File: config.mk
export PLATFORM = sky130hd
export DESIGN_NAME = inst_fetch_unit
export DESIGN_NICKNAME = d
export VERILOG_FILES = /design/src/rtl/inst_fetch_unit.sv
export SDC_FILE = /design/constraint.sdc
export NUM_CORES = 1
export LEC_CHECK = 0
export ABC_AREA = 0
export ABC_CLOCK_PERIOD_IN_PS = 2450
export CAP_MARGIN = 20
export CELL_PAD_IN_SITES_DETAIL_PLACEMENT = 1
export CELL_PAD_IN_SITES_GLOBAL_PLACEMENT = 1
export CORE_MARGIN = 5
export CORE_UTILIZATION = 39
export DETAILED_ROUTE_END_ITERATION = 7
export PLACE_DENSITY = 0.75
export SLEW_MARGIN = 20
export SYNTH_ARGS = -nofsm -noshare
export SYNTH_HDL_FRONTEND = slang
export SYNTH_SLANG_ARGS = --single-unit
File: constraint.sdc
create_clock -name clk -period 2.45 [get_ports clk]
set_input_delay 0.49 -clock clk [delete_from_list [all_inputs] [get_ports clk]]
set_output_delay 0.49 -clock clk [all_outputs]
set_load 0.1 [all_outputs]
File: src/rtl/inst_fetch_unit.sv
// Instruction fetch unit: issues one memory request at a time, consults the branch
// predictor when data returns, and buffers {inst, pc, predicted-jump} for dispatch.
module inst_fetch_unit #(
  parameter int                    ADDR_WIDTH  = 32,
  parameter int                    INST_WIDTH  = 32,
  parameter int                    QUEUE_DEPTH = 4,
  parameter logic [ADDR_WIDTH-1:0] RESET_PC    = {ADDR_WIDTH{1'b0}}
) (
  input  logic                  clk,
  input  logic                  rst_n,
  input  logic                  rdy,
  output logic                  mc_req_valid,
  output logic [ADDR_WIDTH-1:0] mc_req_addr,
  input  logic                  mc_req_ready,
  input  logic                  mc_inst_valid,
  input  logic [INST_WIDTH-1:0] mc_inst,
  output logic                  pdc_valid,
  output logic [INST_WIDTH-1:0] pdc_inst,
  output logic [ADDR_WIDTH-1:0] pdc_pc,
  input  logic                  pdc_need_jump,
  input  logic [ADDR_WIDTH-1:0] pdc_predicted_imm,
  output logic                  dq_valid,
  output logic [INST_WIDTH-1:0] dq_inst,
  output logic [ADDR_WIDTH-1:0] dq_pc,
  output logic                  dq_pred_jump,
  input  logic                  dq_ready,
  input  logic                  flush,
  input  logic [ADDR_WIDTH-1:0] flush_pc
);

  localparam int PTR_W = $clog2(QUEUE_DEPTH);
  localparam int CNT_W = PTR_W + 1;
  localparam logic [CNT_W-1:0]      DEPTH_C = CNT_W'(QUEUE_DEPTH);
  localparam logic [ADDR_WIDTH-1:0] PC_STEP = ADDR_WIDTH'(4);

  typedef enum logic [1:0] {
    S_IDLE = 2'd0,
    S_WAIT = 2'd1,
    S_DROP = 2'd2
  } state_t;

  state_t                r_state;
  logic [ADDR_WIDTH-1:0] r_pc;
  logic [PTR_W-1:0]      r_head;
  logic [PTR_W-1:0]      r_tail;
  logic [CNT_W-1:0]      r_count;
  logic [INST_WIDTH-1:0] r_q_inst [QUEUE_DEPTH];
  logic [ADDR_WIDTH-1:0] r_q_pc   [QUEUE_DEPTH];
  logic [QUEUE_DEPTH-1:0] r_q_jump;

  logic                  w_active;
  logic                  w_in_wait;
  logic [CNT_W-1:0]      w_occupancy;
  logic                  w_not_full;
  logic                  w_req_valid;
  logic                  w_ret;
  logic                  w_push;
  logic                  w_pop;
  logic                  w_dq_valid;
  logic [ADDR_WIDTH-1:0] w_next_pc;

  // The outstanding request already owns a slot, so returned data never finds the queue full.
  assign w_active    = rdy & rst_n;
  assign w_in_wait   = (r_state == S_WAIT);
  assign w_occupancy = r_count + {{(CNT_W-1){1'b0}}, w_in_wait};
  assign w_not_full  = (w_occupancy < DEPTH_C);
  assign w_req_valid = w_active & ~flush & (r_state == S_IDLE) & w_not_full;
  assign w_ret       = w_active & w_in_wait & mc_inst_valid;
  assign w_push      = w_ret & ~flush;
  assign w_dq_valid  = (r_count != {CNT_W{1'b0}});
  assign w_pop       = w_active & ~flush & w_dq_valid & dq_ready;
  assign w_next_pc   = pdc_need_jump ? (r_pc + pdc_predicted_imm) : (r_pc + PC_STEP);

  assign mc_req_valid = w_req_valid;
  assign mc_req_addr  = w_req_valid ? r_pc : {ADDR_WIDTH{1'b0}};
  assign pdc_valid    = w_ret;
  assign pdc_inst     = w_ret ? mc_inst : {INST_WIDTH{1'b0}};
  assign pdc_pc       = w_ret ? r_pc : {ADDR_WIDTH{1'b0}};
  assign dq_valid     = w_dq_valid;
  assign dq_inst      = w_dq_valid ? r_q_inst[r_head] : {INST_WIDTH{1'b0}};
  assign dq_pc        = w_dq_valid ? r_q_pc[r_head] : {ADDR_WIDTH{1'b0}};
  assign dq_pred_jump = w_dq_valid & r_q_jump[r_head];

  // Fetch FSM, PC and queue pointers; flush overrides push, pop and PC update.
  always_ff @(posedge clk or negedge rst_n) begin
    if (!rst_n) begin
      r_state <= S_IDLE;
      r_pc    <= RESET_PC;
      r_head  <= {PTR_W{1'b0}};
      r_tail  <= {PTR_W{1'b0}};
      r_count <= {CNT_W{1'b0}};
    end else if (rdy) begin
      if (flush) begin
        r_pc    <= flush_pc;
        r_head  <= {PTR_W{1'b0}};
        r_tail  <= {PTR_W{1'b0}};
        r_count <= {CNT_W{1'b0}};
        case (r_state)
          S_WAIT:  r_state <= mc_inst_valid ? S_IDLE : S_DROP;
          S_DROP:  r_state <= mc_inst_valid ? S_IDLE : S_DROP;
          default: r_state <= S_IDLE;
        endcase
      end else begin
        if (w_push) begin
          r_tail <= r_tail + PTR_W'(1);
          r_pc   <= w_next_pc;
        end
        if (w_pop) begin
          r_head <= r_head + PTR_W'(1);
        end
        case ({w_push, w_pop})
          2'b10:   r_count <= r_count + CNT_W'(1);
          2'b01:   r_count <= r_count - CNT_W'(1);
          default: r_count <= r_count;
        endcase
        case (r_state)
          S_IDLE:  if (w_req_valid && mc_req_ready) r_state <= S_WAIT;
          S_WAIT:  if (mc_inst_valid) r_state <= S_IDLE;
          S_DROP:  if (mc_inst_valid) r_state <= S_IDLE;
          default: r_state <= S_IDLE;
        endcase
      end
    end
  end

  // Queue storage, written at the tail on each accepted return.
  always_ff @(posedge clk or negedge rst_n) begin
    if (!rst_n) begin
      for (int i = 0; i < QUEUE_DEPTH; i++) begin
        r_q_inst[i] <= {INST_WIDTH{1'b0}};
        r_q_pc[i]   <= {ADDR_WIDTH{1'b0}};
      end
      r_q_jump <= {QUEUE_DEPTH{1'b0}};
    end else if (w_push) begin
      r_q_inst[r_tail] <= mc_inst;
      r_q_pc[r_tail]   <= r_pc;
      r_q_jump[r_tail] <= pdc_need_jump;
    end
  end

endmodule

==> impl_metrics.toml <==
[outcome]
status = "complete, but fails checks"
violations = "setup timing"

[worst_setup_path]
worstPathRequired_ns = 1.96
crit_type = "register to output port"
r2r_start = "r_pc[15]"
endpoint_kind = "output port"
crit_fanout = 6
worstPathArrival_ns = 2.35
r2r_slack_ns = -0.24
startpoint = "r_state[1]"
start_kind = "register"

[global_routing]
overflow = 0
grt_use_total = 0.254
grt_pass1_wl_mm = 94.9
grt_pass1_vias = 15900
antenna_found_initial = 3
grt_start_max_net_pins = 150

[layout]
antenna_cells = 0
syn2layout_area_growth_pct = 60.8
fin_cells = 2569
final_common_cell = "dfrtp_1"
drive_above_1_share = 0.569
mostFrequentLayoutCells = "283 x dfrtp_1, 225 x buf_4, 217 x mux2_2"
fin_nets = 2108

[synthesis]
synth.cell_area_um2 = 16800
synth_seq_cells = 301
ys_warn_count = 0
synth-edff-count = 0
syn-mean-instance-area_um2 = 11.5
ys_seq_area_frac = 0.447
synthDistinctLibCells = 74
syn-instance-count = 1463
synth-async-reset-ratio = 1.00
syn-num-nets = 1607
ys_dominant_reg_cell = "dfrtp_1"

[route]
avgViaCountPerCell = 5.53
wire_per_inst_um = 25.4
drc = 0
dr.pass1.iters = 6
vias = 14200
detail-route-antenna-nets = 0
drtIter0Drc = 720
routed_wl_mm = 65.3

[place]
io_buffer_count = 267
dp.final_hpwl_mm = 41.6
placedCellCount = 2436
place_congestion = 0.915

[die]
fp.coreArea_um2 = 42900
die_x_um = 218
die_h_um = 218
num_rows = 76
start_util = 0.393
io_pins = 268
die-area_um2 = 47400

[power_and_ir_drop]
combPwrFrac = 0.634
p_sw_w = 0.0161
powerDensity_nw_per_um2 = 1340
p_int_w = 0.0202
pwr-share-seq = 0.233
clock_power_share = 0.133
switching_share = 0.444
vdd_drop_max_mv = 1.01
p_leak_nw = 11.9
p_total_w = 0.0363

[clock_network]
cts_root_buffer = "clkbuf_16"
clk_path_buf_depth = 3
clk_pin_slew_worst_paths_ns = 0.06
clk_latency_ns = 0.53
cts_buffers = 34
cts_sinks = 301
h-tree-depth = 2
cts_tree = "yes"

[timing]
layout_setup_ws_ns = -0.394
setup_viol = 308
rsz0062_at_grt = "true"
fmax_mhz = 352
relSlewSlack = 0.442
fin_crit_sh = 1.16
tns_ns = -48.89
min_period_ns = 2.84
hold_violations = 0
fin_skew_ns = 0.0267
report.final.slew_viol_count = 0
max_slew.worst_pin.slew_ns = 0.838

[hold_path]
min_path_type = "input port to asynchronous set/reset pin"

[job]
drv_cap = 0
[worst max-delay path, cell delays in order, from the launching register on]
cell and delay (ns):
dfrtp_1 0.38, inv_2 0.10, ha_4 0.16, buf_4 0.12
nand2_4 0.05, nor2_4 0.15, buf_6 0.15, buf_12 0.15
buf_12 0.12, clkbuf_16 0.14, and2_4 0.15, buf_12 0.16
[synthesized netlist by cell type, types with 3 or more instances]
master       n  area [µm²]
mux2i_1      4        40.0
a211oi_1    12        90.1
o31ai_1      9        67.6
and2_1     159         995
nand2_1     87         327
mux4_2      65        1460
nor3_1      16        80.1
o21bai_1     6        45.0
or2_2        4        25.0
nor4_1       5        31.3
xnor2_1     22         193
nor2_1      48         180
buf_1        9        33.8
o211ai_1     6        45.0
clkbuf_1    62         233
o21a_1       9        67.6
nand2b_1     4        25.0
nand3_1     16        80.1
mux2_2     238        2680
o21ai_0     72         360
inv_1       32         120
and4_1       4        35.0
ha_1        38         475
or4_1        3        22.5
dfrtp_1    301        7530
nand4_1     13        81.3
and3_1      14        87.6
xor2_1      20         175
a221oi_1     4        35.0
a21oi_1     64         320
buf_6        4        45.0
or3_1        4        25.0
a211o_1      3        26.3
a31oi_1      6        37.5
buf_2       31         155
o2111ai_1    5        43.8
nor2b_1      5        31.3
a21o_1       8        60.1
o22ai_1      8        50.1
[power by group through the flow]
stage / combinational, W / sequential [W] / clock (W)
4_1_cts: 0.0216 / 0.00827 / 0.00489
3_3_place_gp: 0.0199 / 0.00803 / 0
2_1_floorplan: 0.0130 / 0.00781 / 0
6_report: 0.0230 / 0.00844 / 0.00482
5_1_grt: 0.0239 / 0.00861 / 0.00512
3_5_place_dp: 0.0203 / 0.00829 / 0
[flip-flops by register name, indices dropped and copies added, names as in the netlist]
| register | count |
|---|---|
| r_q_jump | 4 |
| r_tail | 2 |
| r_q_pc | 128 |
| r_head | 2 |
| r_state | 2 |
| r_count | 3 |
| r_pc | 32 |
| r_q_inst | 128 |
[worst paths after layout]
kind	to	depth (start not counted)
hold reg to reg	r_q_jump[0]	2
max in group asynchronous	r_q_pc[32]	3
setup / recovery	pdc_inst[25]	11
hold / removal	r_q_pc[22]	2
min in group clk	r_q_jump[0]	2
setup reg to reg	r_pc[31]	7
[metrics by stage]
stage                     instance area (µm²)  setup slack, ns  utilization  hold WS [ns]
after floorplan                         17400           -0.160            -         0.194
after global placement                  24000           -0.843        0.559         0.456
after detailed placement                24000           -0.864        0.559         0.477
after CTS                               26100           -0.280        0.608        0.0923
after global routing                    27100           -0.441        0.632         0.124
final                                   27100           -0.394        0.632        0.0904
[kinds of logic (layout without fill, tap and decap cells)]
| family | Yosys count | after routing | share of synthesized area |
|---|---|---|---|
| mux | 307 | 307 | 0.248 |
| fa+ha+maj | 40 | 40 | 0.0306 |
| flops | 301 | 301 | 0.447 |
| buf+inv | 141 | 662 | 0.0360 |
| compound gates | 236 | 236 | 0.0879 |
| xor+xnor | 42 | 42 | 0.0218 |
| simple gates | 396 | 396 | 0.128 |
[area by class of cell]
type	count	area, µm²
clock buffers	51	956
clock inverters	5	53.8
fillers	4103	15800
inverters	32	120
multi-input cells	1021	10200
flip-flops and latches	301	7560
well taps	585	732
repair buffers	574	7490
[layer usage]
layer  wire length (µm)  track usage  part of all wire  vias up
met2              34100        0.448              0.52      382
li1                   -            -                 -     6281
met1              26800        0.328              0.41     7453
met3               2820       0.0378             0.043       94
met4               1530       0.0701             0.023        4
met5                 21            0           0.00032        -
[timing repair]
action | CTS | global route
endpoints found under the setup margin | 178 | 179
gates resized for setup | 155 | 175
hold buffers | 0 | 0
gates cloned | 8 | 9
buffers inserted | 39 | 28
pin swaps | 68 | 112
Power figures use the tool's default switching activity.
